--- src/rtl/alu_arbiter.sv ---
// alu_arbiter: round-robin sharing of one ALU datapath among N_REQ requesters.
// A grant registers the winner's opcode and operands onto the ALU inputs. The
// ALU result is captured one cycle later and held on a one-hot response
// handshake until the owning requester accepts it. One operation is in
// flight at a time.
module alu_arbiter #(
    parameter int N_REQ = 4,
    parameter int WIDTH = 32,
    parameter int OP_W  = 4
) (
    input  logic                   clk,
    input  logic                   rst_n,
    input  logic [N_REQ-1:0]       req_valid,
    output logic [N_REQ-1:0]       req_ready,
    input  logic [N_REQ*OP_W-1:0]  req_op,
    input  logic [N_REQ*WIDTH-1:0] req_a,
    input  logic [N_REQ*WIDTH-1:0] req_b,
    output logic [OP_W-1:0]        alu_op,
    output logic [WIDTH-1:0]       alu_a,
    output logic [WIDTH-1:0]       alu_b,
    input  logic [WIDTH-1:0]       alu_result,
    output logic [N_REQ-1:0]       rsp_valid,
    input  logic [N_REQ-1:0]       rsp_ready,
    output logic [WIDTH-1:0]       rsp_data
);
    localparam int PTR_W = $clog2(N_REQ);

    typedef enum logic [1:0] {IDLE, EXEC, RESP} state_t;

    state_t           state_q, state_d;
    logic [PTR_W-1:0] rr_ptr_q, rr_ptr_d;
    logic [PTR_W-1:0] owner_q, owner_d;
    logic [OP_W-1:0]  alu_op_q, alu_op_d;
    logic [WIDTH-1:0] alu_a_q, alu_a_d;
    logic [WIDTH-1:0] alu_b_q, alu_b_d;
    logic [WIDTH-1:0] rsp_data_q, rsp_data_d;
    logic [N_REQ-1:0] rsp_valid_q, rsp_valid_d;

    // Per-requester views of the flattened request buses
    logic [OP_W-1:0]  op_arr [N_REQ];
    logic [WIDTH-1:0] a_arr  [N_REQ];
    logic [WIDTH-1:0] b_arr  [N_REQ];

    genvar gi;
    generate
        for (gi = 0; gi < N_REQ; gi++) begin : g_unpack
            assign op_arr[gi] = req_op[gi*OP_W +: OP_W];
            assign a_arr[gi]  = req_a[gi*WIDTH +: WIDTH];
            assign b_arr[gi]  = req_b[gi*WIDTH +: WIDTH];
        end
    endgenerate

    logic             found;
    logic [PTR_W-1:0] winner;
    logic [PTR_W:0]   scan_sum;
    logic [N_REQ-1:0] grant;

    // Round-robin scan: first valid requester at or after rr_ptr, wrapping
    always_comb begin
        found    = 1'b0;
        winner   = '0;
        scan_sum = '0;
        grant    = '0;
        for (int k = 0; k < N_REQ; k++) begin
            scan_sum = {1'b0, rr_ptr_q} + (PTR_W+1)'(k);
            if (scan_sum >= (PTR_W+1)'(N_REQ)) begin
                scan_sum = scan_sum - (PTR_W+1)'(N_REQ);
            end
            if (!found && req_valid[scan_sum[PTR_W-1:0]]) begin
                found  = 1'b1;
                winner = scan_sum[PTR_W-1:0];
            end
        end
        if (found) begin
            grant[winner] = 1'b1;
        end
    end

    // Grant only while idle and out of reset; the one-hot grant is the accept
    assign req_ready = (rst_n && state_q == IDLE) ? grant : '0;

    // Next-state and datapath register updates for the IDLE/EXEC/RESP sequence
    always_comb begin
        state_d     = state_q;
        rr_ptr_d    = rr_ptr_q;
        owner_d     = owner_q;
        alu_op_d    = alu_op_q;
        alu_a_d     = alu_a_q;
        alu_b_d     = alu_b_q;
        rsp_data_d  = rsp_data_q;
        rsp_valid_d = rsp_valid_q;
        case (state_q)
            IDLE: begin
                if (found) begin
                    alu_op_d = op_arr[winner];
                    alu_a_d  = a_arr[winner];
                    alu_b_d  = b_arr[winner];
                    owner_d  = winner;
                    rr_ptr_d = (winner == PTR_W'(N_REQ-1)) ? '0 : winner + PTR_W'(1);
                    state_d  = EXEC;
                end
            end
            EXEC: begin
                // ALU inputs have been stable for a full cycle; take the result
                rsp_data_d           = alu_result;
                rsp_valid_d          = '0;
                rsp_valid_d[owner_q] = 1'b1;
                state_d              = RESP;
            end
            RESP: begin
                // Only the owner's ready bit can complete the response
                if (rsp_ready[owner_q]) begin
                    rsp_valid_d = '0;
                    state_d     = IDLE;
                end
            end
            default: begin
                state_d = IDLE;
            end
        endcase
    end

    // State registers; asynchronous reset discards any in-flight operation
    always_ff @(posedge clk or negedge rst_n) begin
        if (!rst_n) begin
            state_q     <= IDLE;
            rr_ptr_q    <= '0;
            owner_q     <= '0;
            alu_op_q    <= '0;
            alu_a_q     <= '0;
            alu_b_q     <= '0;
            rsp_data_q  <= '0;
            rsp_valid_q <= '0;
        end else begin
            state_q     <= state_d;
            rr_ptr_q    <= rr_ptr_d;
            owner_q     <= owner_d;
            alu_op_q    <= alu_op_d;
            alu_a_q     <= alu_a_d;
            alu_b_q     <= alu_b_d;
            rsp_data_q  <= rsp_data_d;
            rsp_valid_q <= rsp_valid_d;
        end
    end

    assign alu_op    = alu_op_q;
    assign alu_a     = alu_a_q;
    assign alu_b     = alu_b_q;
    assign rsp_data  = rsp_data_q;
    assign rsp_valid = rsp_valid_q;

endmodule
--- config.mk ---
export PLATFORM = sky130hd
export DESIGN_NAME = alu_arbiter
export DESIGN_NICKNAME = d
export VERILOG_FILES = /design/src/rtl/alu_arbiter.sv
export SDC_FILE = /design/constraint.sdc
export NUM_CORES = 1
export LEC_CHECK = 0
export ABC_AREA = 1
export CAP_MARGIN = 10
export CORE_AREA = 3 3 163 165
export DETAILED_ROUTE_END_ITERATION = 8
export DIE_AREA = 0 0 166 168
export PLACE_DENSITY = 0.71
export SLEW_MARGIN = 15
export SYNTH_ARGS = -nofsm -noshare
export SYNTH_HDL_FRONTEND = slang
export SYNTH_SLANG_ARGS = --single-unit
export TNS_END_PERCENT = 100
--- constraint.sdc ---
create_clock -name clk -period 5.7 [get_ports clk]
set_clock_uncertainty 0.1 [all_clocks]
set_input_delay 0.855 -clock clk [delete_from_list [all_inputs] [get_ports clk]]
set_output_delay 0.855 -clock clk [all_outputs]
set_load 0.03 [all_outputs]
**Word level (Yosys, flattened, before mapping)**

Index checks and enable logic that the tools add are counted.

- Add/sub/neg operators: 8
- $mul: 0
- Divide/modulo/power cells: 0
- Magnitude comparators: 13
- Equal/unequal tests: 5
- Shift operators: 0
- Multiplexer cells: 43
- Bitwise operators: 1
- Reduce and logical (&&, ||, !) cells: 14

Operators by type and width:

| operator | number |
|---|---|
| $bmux W32 S2 | 2 |
| $mux W32 | 4 |
| $mux W2 | 11 |
| $mux W4 | 5 |
| $lt A2 B3 Y1 const B | 6 |
| $ge A3 B3 Y1 const B | 4 |
| $mux W1 | 11 |
| $bmux W1 S2 | 5 |
| $bmux W4 S2 | 1 |
| $pmux W4 S2 | 1 |
| $sub A2 B1 Y2 const B | 4 |
| $add A2 B2 Y3 const B | 2 |
| $logic_and A1 B1 Y1 | 6 |
| $pmux W2 S3 | 1 |
| $reduce_and A2 Y1 | 3 |
| $demux W1 S2 | 2 |
| $eq A2 B2 Y1 const B | 2 |
| $ge A2 B1 Y1 const B | 2 |
| $ne A2 B2 Y1 const B | 2 |
| $add A2 B1 Y3 const B | 1 |
| $ge A2 B3 Y1 const B | 1 |
| $logic_not A1 Y1 | 3 |
| $not A2 Y3 | 1 |
| $add A2 B1 Y2 const B | 1 |
| other kinds (3) | 3 |

- Register bits after elaboration: 110
- Latch bits: 0
- Bits in writable memories: 0
- ROM bits: 0
- Memories: 0

**Depth between registers and ports, before layout**

- Word-level depth: 20
- Gate-level depth with buffers: 16
- Depth with buffers taken out: 13

**Worst setup path before layout**

OpenSTA, ideal clock, no wires.

- Path kind: input -> output
- From: input port req_valid[1]
- To: output port req_ready[1]
- Data arrival time: 2440 ps
- Required time: 4745 ps
- Slack: 2305 ps
- Stages: 11
- Path buffers: 1
- Path through: inv_1 -> nand2_1 -> nand3_1 -> nand2_1 -> nor2_2 -> nand3_1 -> nand2_1 -> nor2_4 -> buf_2 -> inv_1 -> nor3_1

- Cells in the longest elaborated chain, start to end: 18
- Elaborated cells on any way between the ends: 29
- Those cells by class: 2 x order compare; 20 x mux; 7 x reduce/logical

RTL lines:

| item | line | RTL |
|---|---|---|
| start: declaration | 13 | `input logic [N_REQ-1:0] req_valid,` |
| $bmux W1 S2 | 69 | `if (!found && req_valid[scan_sum[PTR_W-1:0]]) begin` |
| $mux W1 (not written as such) | 69 |  |
| $mux W1 | 69 |  |
| $logic_not A1 Y1 | 69 |  |
| $logic_and A1 B1 Y1 | 69 |  |
| $mux W1 | 69 |  |
| $logic_not A1 Y1 | 69 |  |
| $logic_and A1 B1 Y1 | 69 |  |
| [2 not listed] | n/a |  |
| $logic_and A1 B1 Y1 | 69 |  |
| $mux W2 | 69 |  |
| $lt A2 B3 Y1 (not written as such) / $ge A2 B1 Y1 (equally long branches) | 75 | `grant[winner] = 1'b1;` |
| $logic_and A1 B1 Y1 (not written as such) | 75 |  |
| $mux W1 (not written as such) | 75 |  |
| $demux W1 S2 | 75 |  |
| $mux W4 (*) | 74 | `if (found) begin` |
| $mux W4 (*) | 80 | `assign req_ready = (rst_n && state_q == IDLE) ? grant : '0;` |
| end: declaration | 14 | `output logic [N_REQ-1:0] req_ready,` |

Mark *: on every way between the ends. The rest lies on a longest branch, timed or not. The select of a mux whose other input is x is not followed.

**Worst setup path after layout**

- From: input port req_valid[0]
- To: output port req_ready[2]

Same word-level chain as after synthesis.

==> summary.txt <==
run status - complete, no violations
FMAX - 240.5 MHz
CORE AREA - 25,180 um2
largest net degree at the start of global routing - 87
Seq/Total Area, Yosys - 0.3651
most frequent cells in the layout - clkdlybuf4s50_1, nand2_1, nand3_1
clock share of power - 0.089
final wirelength - 31.03 mm
synthesized area per cell - 6.936 um2
Cell Pwr Density - 629.8 nW/um2
Finished Core Util - 0.4797
Crit Path Category - in2out
setup tns final - 0 ns
antenna-violating nets left - 0
vias in the first global route - 8,596
CP Capture Type - output port
Tcrit/Tclk final - 0.7294
combinational power share - 0.722
sequential share of power - 0.190
htree depth - 3
Initial Utilization - 0.2994
post-route cell area - 12,080 um2
post-CTS setup buffers - 0
root buf cell - clkbuf_16
FF+latch count, synth - 110
Worst IR Drop VDD - 0.5072 mV
GP Congestion - 0.8650
Worst-Margin Slew - 0.9631 ns
Net Switching - 0.004189 W
Avg Vias per Cell - 5.030
r2r setup slk - 2.02 ns
DR WL/cell - 17.50 um
Synth Warn # - 0
reg2reg start - rr_ptr_q[0]
worst reg2reg path depth - 13
clock insertion delay at the later pin of the skew report - 0.35 ns
largest fanout on the critical path - 59
worst min path class - in2async
Placed Instance Area - 11,760 um2
hold buffer count at cts - 0
RR Endpoint - alu_b[1]
DRT iter0 DRCs - 640
net total in the final layout - 1,753
Cell Int Power - 0.003420 W
count of cell types in the netlist - 28
Fin. Hold Viols - 0
CP arrival - 3.20 ns
Overflow after GRT - 0
area delta synth->final - 60.22%
Rows - 58
CP Launch Type - input pin
first-pass GRT wire length - 47.75 mm
cts bufs inserted - 9
unrepaired setup endpoints after global routing - no
max-cap violation count - 0
DRT Pass-1 Iters - 5
Final Critical Period - 4.158 ns
via count - 8,918
drc violations - 0
Pleak - 5.766 nW
switching share of power - 0.5505
commonest non-fill, non-tap cell in the layout - clkdlybuf4s50_1
Setup Viol. Count Final - 0
Max Transition Viols Final - 0
Required @ worst endpoint - 4.74 ns
Sink Count - 110
ant diodes - 0
CTS tree - built
pre-CTS setup slack - 1.386 ns
Syn Nets - 1,402
Setup WS post-layout - 1.542 ns
# port buffers - 421
Fill cells - 2,512
DP HPWL - 22.34 mm
Syn Inst Count - 1,087
die area - 27,890 um2
post-CTS sizing - 0
Die Span Y - 168 um
Total GRT Usage - 0.2118
Slew headroom - 0.3557
layout cells sized above 1 - 0.05683
Max Buffers Root-to-Sink - 2
die span in x - 166 um
Reg clk slew, reported paths - 0.09 ns
Boundary Pins - 422
initial antenna violation count - 0
mapped cell area - 7540 um2
routing by layer:
metal	share of wire	track usage	routed length, um
met5	0	0	0
met2	0.51	0.3803	15690
met4	0.023	0.05280	727
met1	0.38	0.2516	11870
met3	0.088	0.05799	2739
cells in the mapped netlist:
library cell	n	area, um2
o31ai_1	4	30.03
mux2_2	32	360.4
nand4_1	137	857.1
nand2_4	1	11.26
a21oi_1	1	5.000
nor2_4	2	22.52
nor3_2	1	10.01
nand3_2	2	20.02
inv_6	1	8.760
ha_1	1	12.51
clkbuf_1	11	41.29
nand2_1	317	1190
inv_2	3	11.26
nor3_1	1	5.000
buf_4	15	112.6
o21ai_0	2	10.01
nand2_2	1	6.260
nor2_1	4	15.01
buf_6	7	78.83
inv_1	150	563.0
buf_1	10	37.54
o22ai_1	1	6.260
nor2_2	2	12.51
nand3_1	218	1091
dfrtp_1	110	2753
buf_2	51	255.2
a31oi_1	1	6.260
o21bai_1	1	7.510
power groups by stage:
stage                     combinational (W)  clock [W]  sequential [W]
final                               0.00549   0.000673         0.00144
after global routing                0.00602   0.000726         0.00149
after CTS                           0.00557   0.000697         0.00144
after detailed placement            0.00557          0         0.00145
after global placement              0.00551          0         0.00143
after floorplan                     0.00312          0         0.00211
cell type report:
class                           instances  area [um2]  share of cell area
Inverter                              154       583.1             0.04827
Clock inverter                          7       91.34            0.007561
Multi-Input combinational cell        729        3716              0.3076
Tap cell                              330       412.9             0.03418
Clock buffer                            9       225.2             0.01864
Timing Repair Buffer                  434        4299              0.3559
Sequential cell                       110        2753              0.2279
kinds of logic (layout without fill, tap and decap cells):
logic type | after synthesis | count (layout) | synth area share
AO/OA/AOI/OAI | 10 | 10 | 0.008630
adder cells (fa/ha/maj) | 1 | 1 | 0.001659
buffers and inverters | 248 | 604 | 0.1470
flip-flops | 110 | 110 | 0.3651
multiplexers | 32 | 32 | 0.04779
AND/OR/NAND/NOR | 686 | 686 | 0.4298
state kept, by name, indices dropped and copies added, names as in the netlist:
| register | cells |
|---|---|
| rr_ptr_q | 2 |
| rsp_data | 32 |
| owner_q | 2 |
| state_q | 2 |
| alu_op | 4 |
| alu_a | 32 |
| alu_b | 32 |
| rsp_valid | 4 |
per-stage QoR:
step / cells / power, W / hold slack [ns]
floorplan: 1087 / 0.005235 / 0.3991
global placement: 1757 / 0.006943 / 0.3774
detailed placement: 1757 / 0.007017 / 0.3823
CTS: 1773 / 0.007711 / 0.3978
global route: 1773 / 0.008237 / 0.4206
finish: 1773 / 0.007608 / 0.3831
critical path, cell delays in order:
cell	delay (ns)
clkdlybuf4s50_1	0.48
inv_1	0.05
nand2_1	0.05
nand2_1	0.08
nand2_1	0.07
o21ai_0	0.13
nand3_4	0.13
buf_4	0.56
nand2_4	0.09
inv_2	0.11
nand2_1	0.07
inv_1	0.11
nand2_1	0.06
nor2_1	0.15
buf_4	0.19
worst max-delay path by stage:
stage | from | endpoint | slack, ns | depth (start not counted)
floorplan | req_valid[1] | req_ready[1] | 2.30 | 11
global placement | req_valid[0] | alu_b[12] | 1.49 | 14
detailed placement | req_valid[0] | alu_b[1] | 1.39 | 14
CTS | req_valid[0] | req_ready[2] | 1.57 | 15
global route | req_valid[0] | req_ready[3] | 1.35 | 15
finish | req_valid[0] | req_ready[2] | 1.54 | 15
(Power assumes the default switching activity.)
